$ cat src/rtl/apb3_master_arbiter_if.sv
// rtl/apb3_master_arbiter_if.sv - APB3 bus bundle between the arbitrating requester and the slave
interface apb3_master_arbiter_if #(
    parameter int N_BIT_DATA    = 32,
    parameter int N_BIT_ADDRESS = 4
);
    logic                     PSEL;
    logic                     PENABLE;
    logic                     PWRITE;
    logic [N_BIT_ADDRESS-1:0] PADDR;
    logic [N_BIT_DATA-1:0]    PWDATA;
    logic [N_BIT_DATA-1:0]    PRDATA;
    logic                     PREADY;
    logic                     PSLVERR;

    modport master (
        output PSEL, PENABLE, PWRITE, PADDR, PWDATA,
        input  PRDATA, PREADY, PSLVERR
    );

    modport slave (
        input  PSEL, PENABLE, PWRITE, PADDR, PWDATA,
        output PRDATA, PREADY, PSLVERR
    );
endinterface

$ cat src/rtl/apb3_master_arbiter.sv
// rtl/apb3_master_arbiter.sv - round-robin N_REQ-to-one APB3 requester; optional ACCESS timeout under APB_TIMEOUT_EN
module apb3_master_arbiter #(
    parameter int N_REQ          = 2,
    parameter int N_BIT_DATA     = 32,
    parameter int N_BIT_ADDRESS  = 4,
    parameter int TIMEOUT_CYCLES = 16
) (
    input  logic                           PCLK,
    input  logic                           PRESET,
    input  logic [N_REQ-1:0]               req_valid,
    input  logic [N_REQ-1:0]               req_write,
    input  logic [N_REQ*N_BIT_ADDRESS-1:0] req_addr,
    input  logic [N_REQ*N_BIT_DATA-1:0]    req_wdata,
    output logic [N_REQ-1:0]               req_done,
    output logic [N_BIT_DATA-1:0]          rsp_rdata,
    output logic                           rsp_err,
    apb3_master_arbiter_if.master          apb
);
    localparam int IDX_W = $clog2(N_REQ);

    if (N_REQ < 2 || TIMEOUT_CYCLES < 1) begin : g_param_check
        $error("apb3_master_arbiter: N_REQ must be >= 2 and TIMEOUT_CYCLES >= 1");
    end

    typedef enum logic [1:0] {S_IDLE, S_SETUP, S_ACCESS, S_DONE} state_t;

    state_t                   state;
    logic [IDX_W-1:0]         rr_ptr;
    logic [IDX_W-1:0]         grant;
    logic [IDX_W-1:0]         cand;
    logic [IDX_W-1:0]         win_idx;
    logic                     win_found;
    logic                     win_write;
    logic [N_BIT_ADDRESS-1:0] win_addr;
    logic [N_BIT_DATA-1:0]    win_wdata;
    logic                     tmo_hit;

`ifdef APB_TIMEOUT_EN
    localparam int TMO_W = $clog2(TIMEOUT_CYCLES + 1);
    logic [TMO_W-1:0] tmo_cnt;
    // The limit cycle itself still honours PREADY=1; abort only if the slave is still stalling.
    assign tmo_hit = !apb.PREADY && (int'(tmo_cnt) == TIMEOUT_CYCLES - 1);
`else
    assign tmo_hit = 1'b0;
`endif

    // Search upward from the round-robin pointer, wrapping at N_REQ.
    always_comb begin
        win_found = 1'b0;
        win_idx   = '0;
        cand      = '0;
        for (int i = 0; i < N_REQ; i++) begin
            cand = IDX_W'((int'(rr_ptr) + i) % N_REQ);
            if (!win_found && req_valid[cand]) begin
                win_found = 1'b1;
                win_idx   = cand;
            end
        end
        win_write = 1'b0;
        win_addr  = '0;
        win_wdata = '0;
        for (int k = 0; k < N_REQ; k++) begin
            if (win_idx == IDX_W'(k)) begin
                win_write = req_write[k];
                win_addr  = req_addr[k*N_BIT_ADDRESS +: N_BIT_ADDRESS];
                win_wdata = req_wdata[k*N_BIT_DATA +: N_BIT_DATA];
            end
        end
    end

    always_ff @(posedge PCLK) begin
        if (PRESET) begin
            state       <= S_IDLE;
            rr_ptr      <= '0;
            grant       <= '0;
            req_done    <= '0;
            rsp_rdata   <= '0;
            rsp_err     <= 1'b0;
            apb.PSEL    <= 1'b0;
            apb.PENABLE <= 1'b0;
            apb.PWRITE  <= 1'b0;
            apb.PADDR   <= '0;
            apb.PWDATA  <= '0;
`ifdef APB_TIMEOUT_EN
            tmo_cnt     <= '0;
`endif
        end else begin
            req_done <= '0;
            case (state)
                S_IDLE: begin
                    if (win_found) begin
                        grant      <= win_idx;
                        apb.PWRITE <= win_write;
                        apb.PADDR  <= win_addr;
                        apb.PWDATA <= win_wdata;
                        apb.PSEL   <= 1'b1;
                        state      <= S_SETUP;
                    end
                end
                S_SETUP: begin
                    apb.PENABLE <= 1'b1;
                    state       <= S_ACCESS;
                end
                S_ACCESS: begin
                    if (apb.PREADY || tmo_hit) begin
                        rsp_rdata       <= (apb.PWRITE || tmo_hit) ? '0 : apb.PRDATA;
                        rsp_err         <= apb.PREADY ? apb.PSLVERR : 1'b1;
                        apb.PSEL        <= 1'b0;
                        apb.PENABLE     <= 1'b0;
                        req_done[grant] <= 1'b1;
                        state           <= S_DONE;
                    end
`ifdef APB_TIMEOUT_EN
                    if (apb.PREADY || tmo_hit) begin
                        tmo_cnt <= '0;
                    end else begin
                        tmo_cnt <= tmo_cnt + TMO_W'(1);
                    end
`endif
                end
                S_DONE: begin
                    rr_ptr <= (grant == IDX_W'(N_REQ - 1)) ? '0 : grant + 1'b1;
                    state  <= S_IDLE;
                end
                default: state <= S_IDLE;
            endcase
        end
    end
endmodule

$ cat src/flat_wrapper.sv
// flat-port wrapper written by rule: the top's interface ports become plain ports
module apb3_master_arbiter_flat 
#(
    parameter int N_REQ          = 2,
    parameter int N_BIT_DATA     = 32,
    parameter int N_BIT_ADDRESS  = 4,
    parameter int TIMEOUT_CYCLES = 16
)
  (PCLK, PRESET, req_valid, req_write, req_addr, req_wdata, req_done, rsp_rdata, rsp_err, apb_PSEL, apb_PENABLE, apb_PWRITE, apb_PADDR, apb_PWDATA, apb_PRDATA, apb_PREADY, apb_PSLVERR);
  apb3_master_arbiter_if #(.N_BIT_DATA(N_BIT_DATA), .N_BIT_ADDRESS(N_BIT_ADDRESS)) apb_i ();
  input  logic PCLK;
  input  logic PRESET;
  input  logic [N_REQ-1:0] req_valid;
  input  logic [N_REQ-1:0] req_write;
  input  logic [N_REQ*N_BIT_ADDRESS-1:0] req_addr;
  input  logic [N_REQ*N_BIT_DATA-1:0] req_wdata;
  output logic [N_REQ-1:0] req_done;
  output logic [N_BIT_DATA-1:0] rsp_rdata;
  output logic rsp_err;
  output wire logic [$bits(apb_i.PSEL)-1:0] apb_PSEL;
  output wire logic [$bits(apb_i.PENABLE)-1:0] apb_PENABLE;
  output wire logic [$bits(apb_i.PWRITE)-1:0] apb_PWRITE;
  output wire logic [$bits(apb_i.PADDR)-1:0] apb_PADDR;
  output wire logic [$bits(apb_i.PWDATA)-1:0] apb_PWDATA;
  input wire logic [$bits(apb_i.PRDATA)-1:0] apb_PRDATA;
  input wire logic [$bits(apb_i.PREADY)-1:0] apb_PREADY;
  input wire logic [$bits(apb_i.PSLVERR)-1:0] apb_PSLVERR;
  assign apb_PSEL = apb_i.PSEL;
  assign apb_PENABLE = apb_i.PENABLE;
  assign apb_PWRITE = apb_i.PWRITE;
  assign apb_PADDR = apb_i.PADDR;
  assign apb_PWDATA = apb_i.PWDATA;
  assign apb_i.PRDATA = apb_PRDATA;
  assign apb_i.PREADY = apb_PREADY;
  assign apb_i.PSLVERR = apb_PSLVERR;
  apb3_master_arbiter #(.N_REQ(N_REQ), .N_BIT_DATA(N_BIT_DATA), .N_BIT_ADDRESS(N_BIT_ADDRESS), .TIMEOUT_CYCLES(TIMEOUT_CYCLES)) u_core (.PCLK(PCLK), .PRESET(PRESET), .req_valid(req_valid), .req_write(req_write), .req_addr(req_addr), .req_wdata(req_wdata), .req_done(req_done), .rsp_rdata(rsp_rdata), .rsp_err(rsp_err), .apb(apb_i));
endmodule
$ cat config.mk
export PLATFORM = sky130hd
export DESIGN_NAME = apb3_master_arbiter_flat
export DESIGN_NICKNAME = d
export VERILOG_FILES = /design/src/rtl/apb3_master_arbiter_if.sv /design/src/rtl/apb3_master_arbiter.sv /design/src/flat_wrapper.sv
export SDC_FILE = /design/constraint.sdc
export NUM_CORES = 1
export LEC_CHECK = 0
export ABC_AREA = 1
export BUFFER_PORTS_ARGS = -buffer_cell sky130_fd_sc_hd__buf_2
export CAP_MARGIN = 20
export CORE_UTILIZATION = 45
export DETAILED_ROUTE_END_ITERATION = 6
export PLACE_DENSITY_LB_ADDON = 0.08
export SYNTH_ARGS = -nofsm -noshare
export SYNTH_HDL_FRONTEND = slang
export SYNTH_SLANG_ARGS = --single-unit
$ cat constraint.sdc
create_clock -name PCLK -period 1.8 [get_ports PCLK]
set_input_delay 0 -clock PCLK [delete_from_list [all_inputs] [get_ports PCLK]]
set_output_delay 0 -clock PCLK [all_outputs]
set_load 0.01 [all_outputs]
==> impl_metrics.py, run 1 <==
metrics = {
    "worst_setup_path": {
        "crit_chain": "inv_1 -> ha_1 -> inv_1 -> nor2_4 -> buf_4 -> nand3_1 -> nand2_1 -> inv_1",
        "worst_ep_arrival_time_ns": 1.84,
        "cp_slowest_stage_delay_ns": 0.34,
        "r2r_setup_slack_ns": 0.20,
        "worstRegToRegCells": 8,
        "critPathCaptureType": "flop",
        "critPathMaxFanout": 13,
        "crit_path_top_delay_cell": "dfxtp_1",
        "critPathBufInv": 4,
        "start_kind": "flop",
        "timing.critical_path.mode_cell": "inv_1",
        "critPathKind": "flop to flop",
        "r2r_end": "u_core.apb.PWDATA[5]$_SDFFE_PP0P_",
        "critical-path-top-delay-family": "simple AND/OR/NAND/NOR gates",
        "worstPathRequired_ns": 2.05,
        "timing.rr.start": "u_core.state[0]$_SDFFE_PP0P_",
    },
    "pwr": {
        "power_frac_comb_pct": 39.5,
        "power_frac_seq_pct": 37.4,
        "powerDensity_nw_per_um2": 1140,
        "swShare_pct": 36.3,
        "p_leak_nw": 3.11,
        "power_mw": 6.50,
        "clkPwrFrac_pct": 23.1,
        "p_switching_mw": 2.36,
        "p_int_mw": 4.14,
        "max-vdd-ir-drop_uv": 693,
    },
    "clock_network": {
        "cts_root_buf": "clkbuf_8",
        "clk_pin_slew_ns": 0.08,
        "insertion_delay_ns": 0.34,
        "cts_max_level": 3,
        "cts_sinks": 78,
        "post-cts-setup-buffer-count": 0,
        "cts_buffers": 9,
        "cts_tree": "done",
        "cts_buffer_depth": 2,
    },
    "yosys": {
        "yosysSeqAreaShare_pct": 45.2,
        "syn_avg_cell_area_um2": 6.74,
        "yosys.area.top_type": "dfxtp_1",
        "synth_async_sr_flop_share_pct": 0,
        "syn_nets": 629,
        "synthFlopType": "dfxtp_1",
        "synth.distinct_cells": 15,
        "synth_area_um2": 3460,
        "ys.warnings.count": 0,
        "ys_ff_latch": 78,
        "synthCells": 513,
        "synth.area.top_cells": "dfxtp_1 45%, nand3_1 16%, nand2_1 13%",
        "synthTopCellsByCount": "119 x nand2_1, 111 x nand3_1, 78 x dfxtp_1, 76 x nor2_1, 46 x inv_1",
        "synth_edf_count": 0,
        "yosys.cell_count.top_type": "nand2_1",
        "netlist.area_leader.share_pct": 45.2,
    },
    "sta": {
        "fmax_mhz": 626,
        "skew_ns": 0.0110,
        "slew_headroom_pct": 69.0,
        "finalSetupViolCount": 0,
        "tightest_slew_ns": 0.465,
        "hold_viol": 0,
        "finalCritPeriodShare_pct": 88.7,
        "tns_ns": 0,
        "rsz0062_at_grt": "no",
        "slew_violations": 0,
        "layout_min_cycle_time_ns": 1.60,
        "layout_setup_ws_ns": 0.204,
    },
    "layout": {
        "insertedDiodeCount": 0,
        "fin_util_pct": 77.8,
        "fill_cells": 525,
        "fin_nets": 903,
        "regArea_um2": 1560,
        "multi_input_area_um2": 1560,
        "area_growth_pct": 65.0,
        "drive_above_1_share_pct": 27.4,
        "fin_cells": 891,
    },
    "die": {
        "die-height_um": 89.7,
        "die_w_um": 89.7,
        "initial_core_util_pct": 47.2,
        "core_area_um2": 7330,
        "die_area_um2": 8040,
        "io_pins": 186,
        "fp-row-count": 31,
    },
    "hold_path": {
        "min_from": "req_addr[7]",
        "min_to": "u_core.apb.PADDR[3]$_SDFFE_PP0P_",
        "min_path_cells": 5,
        "hold_class": "input port to flop",
    },
    "placed_design": {
        "gp_congestion": 0.804,
        "post-dp-hpwl_mm": 6.82,
        "io_buffers": 185,
        "dpl_worst_slack_ns": 0.236,
        "dp.cells": 776,
    },
    "detailed_routing": {
        "first_iter_violations": 164,
        "drc": 0,
        "via_per_inst": 4.93,
        "drt.antenna.violating_nets": 0,
        "num_vias": 4393,
        "wl_mm": 11.6,
        "wl_per_cell_um": 13.0,
        "firstDrtPassIters": 5,
    },
    "global_routing": {
        "grt_pass1_wl_mm": 17.0,
        "grt_use_total_pct": 27.5,
        "antenna_found_initial": 0,
        "grt_pass1_vias": 3870,
        "grt_max_degree": 34,
        "gr-total-overflow": 0,
    },
    "run_status": {
        "outcome": "finished, final reports clean",
    },
    "run": {
        "max_cap_violations": 0,
    },
}
## how the worst max path moves through the flow
stage                                             from                            endpoint  slack, ns  cells past startpoint
after floorplan           u_core.state[0]$_SDFFE_PP0P_    u_core.apb.PADDR[0]$_SDFFE_PP0P_       0.43                     10
after detailed placement  u_core.state[0]$_SDFFE_PP0P_   u_core.apb.PWDATA[2]$_SDFFE_PP0P_       0.24                      9
after CTS                 u_core.state[0]$_SDFFE_PP0P_   u_core.apb.PWDATA[5]$_SDFFE_PP0P_       0.19                      8
after global placement    u_core.state[0]$_SDFFE_PP0P_      u_core.apb.PWRITE$_SDFFE_PP0P_       0.28                      8
final                     u_core.state[0]$_SDFFE_PP0P_   u_core.apb.PWDATA[5]$_SDFFE_PP0P_       0.20                      8
after global routing      u_core.state[1]$_SDFFE_PP0P_  u_core.apb.PWDATA[14]$_SDFFE_PP0P_       0.04                      9
## repair_timing
action | CTS | global route
endpoints found under the setup margin | 0 | 0
resized for setup | 0 | 0
hold buffers | 99 | 0
endpoints found under the hold margin | 70 | 0
## layer usage
metal	wire length [um]	part of all wire (%)	vias to the layer above	global-route usage [%]
met5	0	0	-	0
met4	501	4.3	0	16.6
met3	809	7.0	48	7.13
met2	5540	48	208	46.8
met1	4720	41	1965	31.1
li1	-	-	2172	-
## layout make-up
cell class              instances  area share (%)
well taps                      99            2.17
flip-flops and latches         78            27.4
clock inverters                 4            1.36
inverters                      47            3.09
multi-input cells             352            27.3
clock buffers                  12            2.72
repair buffers                299            36.0
## cells by family (layout without fill, tap and decap cells)
kind of cell | Yosys count | after routing | share of synthesized area (%)
AO/OA/AOI/OAI | 41 | 41 | 6.01
adder cells (fa/ha/maj) | 4 | 4 | 1.45
buffers and inverters | 83 | 362 | 9.95
flip-flops | 78 | 78 | 45.2
AND/OR/NAND/NOR | 307 | 307 | 37.4
## cell usage in the layout (no fill, tap or decap)
master / count
inv_1: 46
buf_2: 185
clkbuf_1: 1
inv_2: 1
a21oi_1: 7
dfxtp_1: 78
ha_1: 4
buf_12: 2
clkinv_4: 1
nand3_1: 111
nor2_4: 1
inv_6: 1
nand2_1: 119
nor2_1: 76
o21ai_0: 33
buf_4: 13
dlygate4sd3_1: 99
bufinv_16: 2
clkbuf_8: 11
a22oi_1: 1
## power groups by stage
stage	Clock, mW	Combinational, mW	Sequential [mW]
floorplan	0	1.26	2.66
global placement	0	2.32	2.45
detailed placement	0	2.36	2.47
CTS	1.52	2.54	2.43
global route	1.60	2.87	2.49
finish	1.50	2.56	2.43
## state kept, by name, indices dropped and copies added, names as in the netlist
| signal | cells |
|---|---|
| u_core.apb.PWDATA | 32 |
| u_core.rsp_rdata | 32 |
| u_core.apb.PADDR | 4 |
| u_core.req_done | 2 |
| u_core.state | 2 |
| u_core.apb.PENABLE | 1 |
| u_core.apb.PSEL | 1 |
| u_core.apb.PWRITE | 1 |
| u_core.grant | 1 |
| u_core.rr_ptr | 1 |
| u_core.rsp_err | 1 |
## tightest hold or removal path, stage by stage
cell and delay [ns]:
buf_2 0.08, nand3_1 0.08, nand3_1 0.09, nand2_1 0.05, inv_1 0.04
## per-stage QoR
stage | hold slack [ns] | area [um2]
floorplan | 0.152 | 3460
global placement | 0.262 | 4480
detailed placement | 0.264 | 4480
CTS | 0.000171 | 5710
global route | 0.0147 | 5710
finish | 0.0106 | 5710
Power figures use the tool's default switching activity.
==> run 2, diff against run 1 <==
--- a/config.mk
+++ b/config.mk
@@ -10,6 +10,7 @@
 export CAP_MARGIN = 20
 export CORE_UTILIZATION = 45
 export DETAILED_ROUTE_END_ITERATION = 6
+export MAX_ROUTING_LAYER = met4
 export PLACE_DENSITY_LB_ADDON = 0.08
 export SYNTH_ARGS = -nofsm -noshare
 export SYNTH_HDL_FRONTEND = slang
==> run 2 against run 1 <==
Count of clock-buffer cells in the layout is the same. Clock power hardly changed. Die area unchanged. Wire length about the same. First-iteration DRC count down 17%. Non-clock buffer count unchanged. Clock skew hardly changed. Setup slack about the same. Cell area did not move.
==> impl_metrics.py, run 2 (synthesized netlist as in run 1, its figures left out) <==
metrics = {
    "worst_setup_path": {
        "critPathMaxFanout": 13,
        "critPathCaptureType": "flop",
        "critPathBufInv": 4,
        "critPathKind": "flop to flop",
        "start_kind": "flop",
        "timing.critical_path.mode_cell": "inv_1",
        "critical-path-top-delay-family": "simple AND/OR/NAND/NOR gates",
        "worstRegToRegCells": 9,
        "cp.depth": 9,
        "cp_slowest_stage_delay_ns": 0.34,
        "r2r_setup_slack_ns": 0.20,
        "crit_path_top_delay_cell": "dfxtp_1",
        "crit_chain": "inv_1 -> ha_1 -> inv_1 -> nor2_4 -> buf_4 -> nor2_1 -> nor2_1 -> nand2_1 -> inv_1",
        "worst_ep_arrival_time_ns": 1.89,
        "worstPathRequired_ns": 2.10,
    },
    "layout": {
        "drive_above_1_share_pct": 27.4,
        "fin_cells": 891,
        "layout_commonest_cell": "buf_2",
        "insertedDiodeCount": 0,
        "final_cell_mix": "185 x buf_2, 119 x nand2_1, 111 x nand3_1, 99 x dlygate4sd3_1, 78 x dfxtp_1",
        "top_regs": "u_core.apb.PWDATA x32, u_core.rsp_rdata x32, u_core.apb.PADDR x4",
        "fin_nets": 903,
        "area_growth_pct": 65.0,
        "fin_util_pct": 77.8,
        "fill_cells": 525,
    },
    "pwr": {
        "powerDensity_nw_per_um2": 1140,
        "max-vdd-ir-drop_uv": 698,
        "p_leak_nw": 3.11,
    },
    "clock_network": {
        "clk_pin_slew_ns": 0.08,
        "cts_tree": "done",
        "cts_max_level": 3,
        "cts_buffer_depth": 2,
        "cts_sinks": 78,
        "cts_buffers": 9,
        "cts_root_buf": "clkbuf_8",
        "post-cts-setup-buffer-count": 0,
        "insertion_delay_ns": 0.34,
    },
    "placed_design": {
        "io_buffers": 185,
        "gp_congestion": 0.816,
        "post-dp-hpwl_mm": 6.82,
        "dp.cells": 776,
    },
    "global_routing": {
        "grt_use_total_pct": 28.3,
        "grt_pass1_wl_mm": 17.0,
        "grt_pass1_vias": 3878,
        "antenna_found_initial": 0,
        "gr-total-overflow": 0,
        "grt_max_degree": 34,
    },
    "detailed_routing": {
        "drc": 0,
        "drt.antenna.violating_nets": 0,
        "firstDrtPassIters": 4,
        "via_per_inst": 4.93,
        "wl_mm": 11.6,
        "num_vias": 4397,
        "first_iter_violations": 136,
        "wl_per_cell_um": 13.0,
    },
    "die": {
        "initial_core_util_pct": 47.2,
        "die-height_um": 89.7,
        "die_area_um2": 8040,
        "die_w_um": 89.7,
        "io_pins": 186,
        "fp-row-count": 31,
        "core_area_um2": 7330,
    },
    "sta": {
        "hold_viol": 0,
        "tightest_slew_ns": 0.452,
        "slew_headroom_pct": 69.9,
        "slew_violations": 0,
        "rsz0062_at_grt": "no",
        "skew_ns": 0.0106,
        "finalCritPeriodShare_pct": 88.7,
        "tns_ns": 0,
        "layout_min_cycle_time_ns": 1.60,
        "whs_ns": 0.00664,
        "fmax_mhz": 627,
        "finalSetupViolCount": 0,
    },
    "hold_path": {
        "min_path_cells": 5,
        "hold_class": "input port to flop",
    },
    "run_status": {
        "outcome": "finished, final reports clean",
    },
    "run": {
        "max_cap_violations": 0,
    },
}
run 2: cell counts in the layout (fill, tap and decap cells not counted):
Identical to the previous run, type by type.
run 2: final cells by class:
cell class	instances	area [um2]	area share, %
clock buffer	12	155	2.72
clock inverter	4	77.6	1.36
inverter	47	176	3.09
multi-input combinational	352	1560	27.3
sequential	78	1560	27.4
tap	99	124	2.17
timing repair buffer	299	2050	36.0
run 2: where the power goes:
group          internal, mW  leakage, nW  total, mW  switching, mW
sequential             2.19        0.640       2.43          0.245
combinational          1.08         2.35       2.56           1.48
clock                 0.866        0.117       1.51          0.641
run 2: timing repair:
| item | in CTS | in global routing |
|---|---|---|
| endpoints found under the hold margin | 70 | 0 |
| gates resized for setup | 0 | 0 |
| hold buffers | 99 | 0 |
run 2: worst reg2reg max path, stage by stage (launching register included):
cell     delay (ns)
dfxtp_1        0.34
inv_1          0.09
ha_1           0.20
inv_1          0.09
nor2_4         0.32
buf_4          0.26
nor2_1         0.07
nor2_1         0.10
nand2_1        0.06
inv_1          0.04
run 2: stage by stage:
step / area, um2 / power, mW / setup WS, ns
floorplan: 3460 / 3.92 / 0.435
global placement: 4480 / 4.76 / 0.283
detailed placement: 4480 / 4.82 / 0.236
CTS: 5710 / 6.49 / 0.190
global route: 5710 / 6.96 / 0.0414
finish: 5710 / 6.50 / 0.204
run 2: final timing paths:
path	start	endpoint
min	req_wdata[33]	u_core.apb.PWDATA[1]$_SDFFE_PP0P_
max	u_core.state[0]$_SDFFE_PP0P_	u_core.apb.PWDATA[2]$_SDFFE_PP0P_
max reg2reg	u_core.state[0]$_SDFFE_PP0P_	u_core.apb.PWDATA[2]$_SDFFE_PP0P_
min reg2reg	u_core.rsp_err$_SDFFE_PP0P_	u_core.rsp_err$_SDFFE_PP0P_
run 2: metal layers:
layer,global-route usage (%),vias up,routed length (um)
li1,-,2171,-
met1,30.9,1982,4690
met2,47.1,194,5570
met3,6.58,50,765
met4,16.3,0,540
met5,-,-,0
==> run 3, diff against run 2 <==
--- a/config.mk
+++ b/config.mk
@@ -12,6 +12,7 @@
 export DETAILED_ROUTE_END_ITERATION = 6
 export MAX_ROUTING_LAYER = met4
 export PLACE_DENSITY_LB_ADDON = 0.08
+export SETUP_SLACK_MARGIN = 0.5
 export SYNTH_ARGS = -nofsm -noshare
 export SYNTH_HDL_FRONTEND = slang
 export SYNTH_SLANG_ARGS = --single-unit
==> run 3 against run 2 <==
Combinational power is 27% higher. Clock power is 13% lower. Total power is 8.0% higher. Sequential share of layout area is 1.2 points lower. First-iteration DRC count is 40% higher. Critical path type unchanged. Largest power group unchanged.
==> impl_metrics.py, run 3 (synthesized netlist as in run 1, its figures left out) <==
metrics = {
    "layout": {
        "insertedDiodeCount": 0,
        "final_area_um2": 5970,
        "layout_commonest_cell": "buf_2",
        "fin_util_pct": 81.5,
        "top_regs": "u_core.apb.PWDATA x32, u_core.rsp_rdata x32, u_core.apb.PADDR x4",
        "fin_nets": 910,
        "drive_above_1_share_pct": 31.8,
        "fin_cells": 898,
        "area_growth_pct": 72.7,
        "final_cell_mix": "185 x buf_2, 118 x nand2_1, 109 x nand3_1, 98 x dlygate4sd3_1, 76 x dfxtp_1",
    },
    "sta": {
        "fmax_mhz": 719,
        "finalSetupViolCount": 0,
        "finalCritPeriodShare_pct": 77.3,
        "slew_headroom_pct": 67.7,
        "skew_ns": 0.0121,
        "hold_viol": 0,
        "tightest_slew_ns": 0.484,
        "layout_min_cycle_time_ns": 1.39,
        "tns_ns": 0,
        "slew_violations": 0,
        "layout_setup_ws_ns": 0.409,
        "rsz0062_at_grt": "yes",
    },
    "worst_setup_path": {
        "worstPathRequired_ns": 2.09,
        "critPathKind": "flop to flop",
        "critPathCaptureType": "flop",
        "start_kind": "flop",
        "worst_ep_arrival_time_ns": 1.68,
        "critPathMaxFanout": 7,
    },
    "placed_design": {
        "dp.cells": 772,
        "gp_congestion": 0.783,
        "dpl_worst_slack_ns": 0.318,
        "dpl_cell_area_um2": 4470,
        "io_buffers": 185,
        "post-dp-hpwl_mm": 6.52,
    },
    "clock_network": {
        "cts_root_buf": "clkbuf_8",
        "cts_buffers": 9,
        "clk_pin_slew_ns": 0.08,
        "cts_buffer_depth": 2,
        "cts_max_level": 3,
        "cts_sinks": 78,
        "cts_tree": "done",
        "insertion_delay_ns": 0.34,
    },
    "detailed_routing": {
        "wl_mm": 12.6,
        "first_iter_violations": 190,
        "drt.antenna.violating_nets": 0,
        "via_per_inst": 4.93,
        "firstDrtPassIters": 4,
        "drc": 0,
        "num_vias": 4429,
        "wl_per_cell_um": 14.0,
    },
    "pwr": {
        "p_int_mw": 4.35,
        "powerDensity_nw_per_um2": 1180,
        "power_frac_comb_pct": 46.1,
        "p_leak_nw": 3.19,
        "power_frac_seq_pct": 35.1,
        "swShare_pct": 38.1,
        "p_switching_mw": 2.68,
        "clkPwrFrac_pct": 18.7,
        "max-vdd-ir-drop_uv": 765,
    },
    "die": {
        "die_w_um": 89.7,
        "fp-row-count": 31,
        "die-height_um": 89.7,
        "core_area_um2": 7330,
        "initial_core_util_pct": 47.2,
        "die_area_um2": 8040,
        "io_pins": 186,
    },
    "global_routing": {
        "grt_max_degree": 44,
        "grt_use_total_pct": 30.7,
        "grt_pass1_wl_mm": 18.3,
        "antenna_found_initial": 0,
        "gr-total-overflow": 0,
        "grt_pass1_vias": 4038,
    },
    "run": {
        "max_cap_violations": 0,
    },
    "run_status": {
        "outcome": "finished, final reports clean",
    },
    "hold_path": {
        "hold_class": "input port to flop",
    },
}
[run 3: repair_timing]
action	CTS	global route
endpoints found under the hold margin	70	0
gates resized for setup	13	24
endpoints found under the setup margin	69	71
gates cloned	3	3
buffers inserted	4	2
pin swaps	2	19
hold buffers	98	0
[run 3: critical path: stages (launching register included)]
cell	delay [ns]
dfxtp_2	0.33
inv_2	0.07
ha_4	0.15
inv_4	0.04
nor2_4	0.14
buf_12	0.17
clkbuf_16	0.17
nor2_2	0.04
nor2_1	0.09
nand2_1	0.08
inv_1	0.05
[run 3: through the flow]
stage | total power [mW] | hold slack, ns
6_report | 7.02 | 0.00492
5_1_grt | 7.49 | 0.0182
4_1_cts | 6.64 | 0.000899
3_5_place_dp | 4.78 | 0.269
3_3_place_gp | 4.73 | 0.262
2_1_floorplan | 3.95 | 0.152
[run 3: cell type report]
type	count	area, um2
Clock buffer	10	128
Clock inverter	6	71.3
Fill cell	517	1360
Inverter	47	179
Multi-Input combinational cell	352	1660
Sequential cell	78	1560
Tap cell	99	124
Timing Repair Buffer	306	2250
[run 3: worst paths after layout]
path                                start  cells past startpoint                            endpoint  slack, ns
min reg2reg  u_core.apb.PSEL$_SDFFE_PP0P_                      2        u_core.apb.PSEL$_SDFFE_PP0P_       0.47
min                         req_wdata[63]                      5  u_core.apb.PWDATA[31]$_SDFFE_PP0P_      0.005
max reg2reg  u_core.state[1]$_SDFFE_PP0P_                     10    u_core.apb.PADDR[0]$_SDFFE_PP0P_       0.41
max          u_core.state[1]$_SDFFE_PP0P_                     10    u_core.apb.PADDR[0]$_SDFFE_PP0P_       0.41
[run 3: power groups by stage]
stage	clock (mW)	combinational, mW	sequential, mW
after floorplan	0	1.29	2.67
after global placement	0	2.29	2.44
after detailed placement	0	2.33	2.45
after CTS	1.34	2.87	2.42
after global routing	1.42	3.56	2.52
final	1.32	3.24	2.47
[run 3: per-layer routing]
layer  wire (um)  global-route usage, %  part of all wire, %  up-vias
li1            -                      -                    -     2188
met1        4820                   33.1                   38     1975
met2        6460                   53.2                   51      226
met3         887                   5.67                  7.0       40
met4         439                   17.0                  3.5        0
met5           0                      -                    0        -
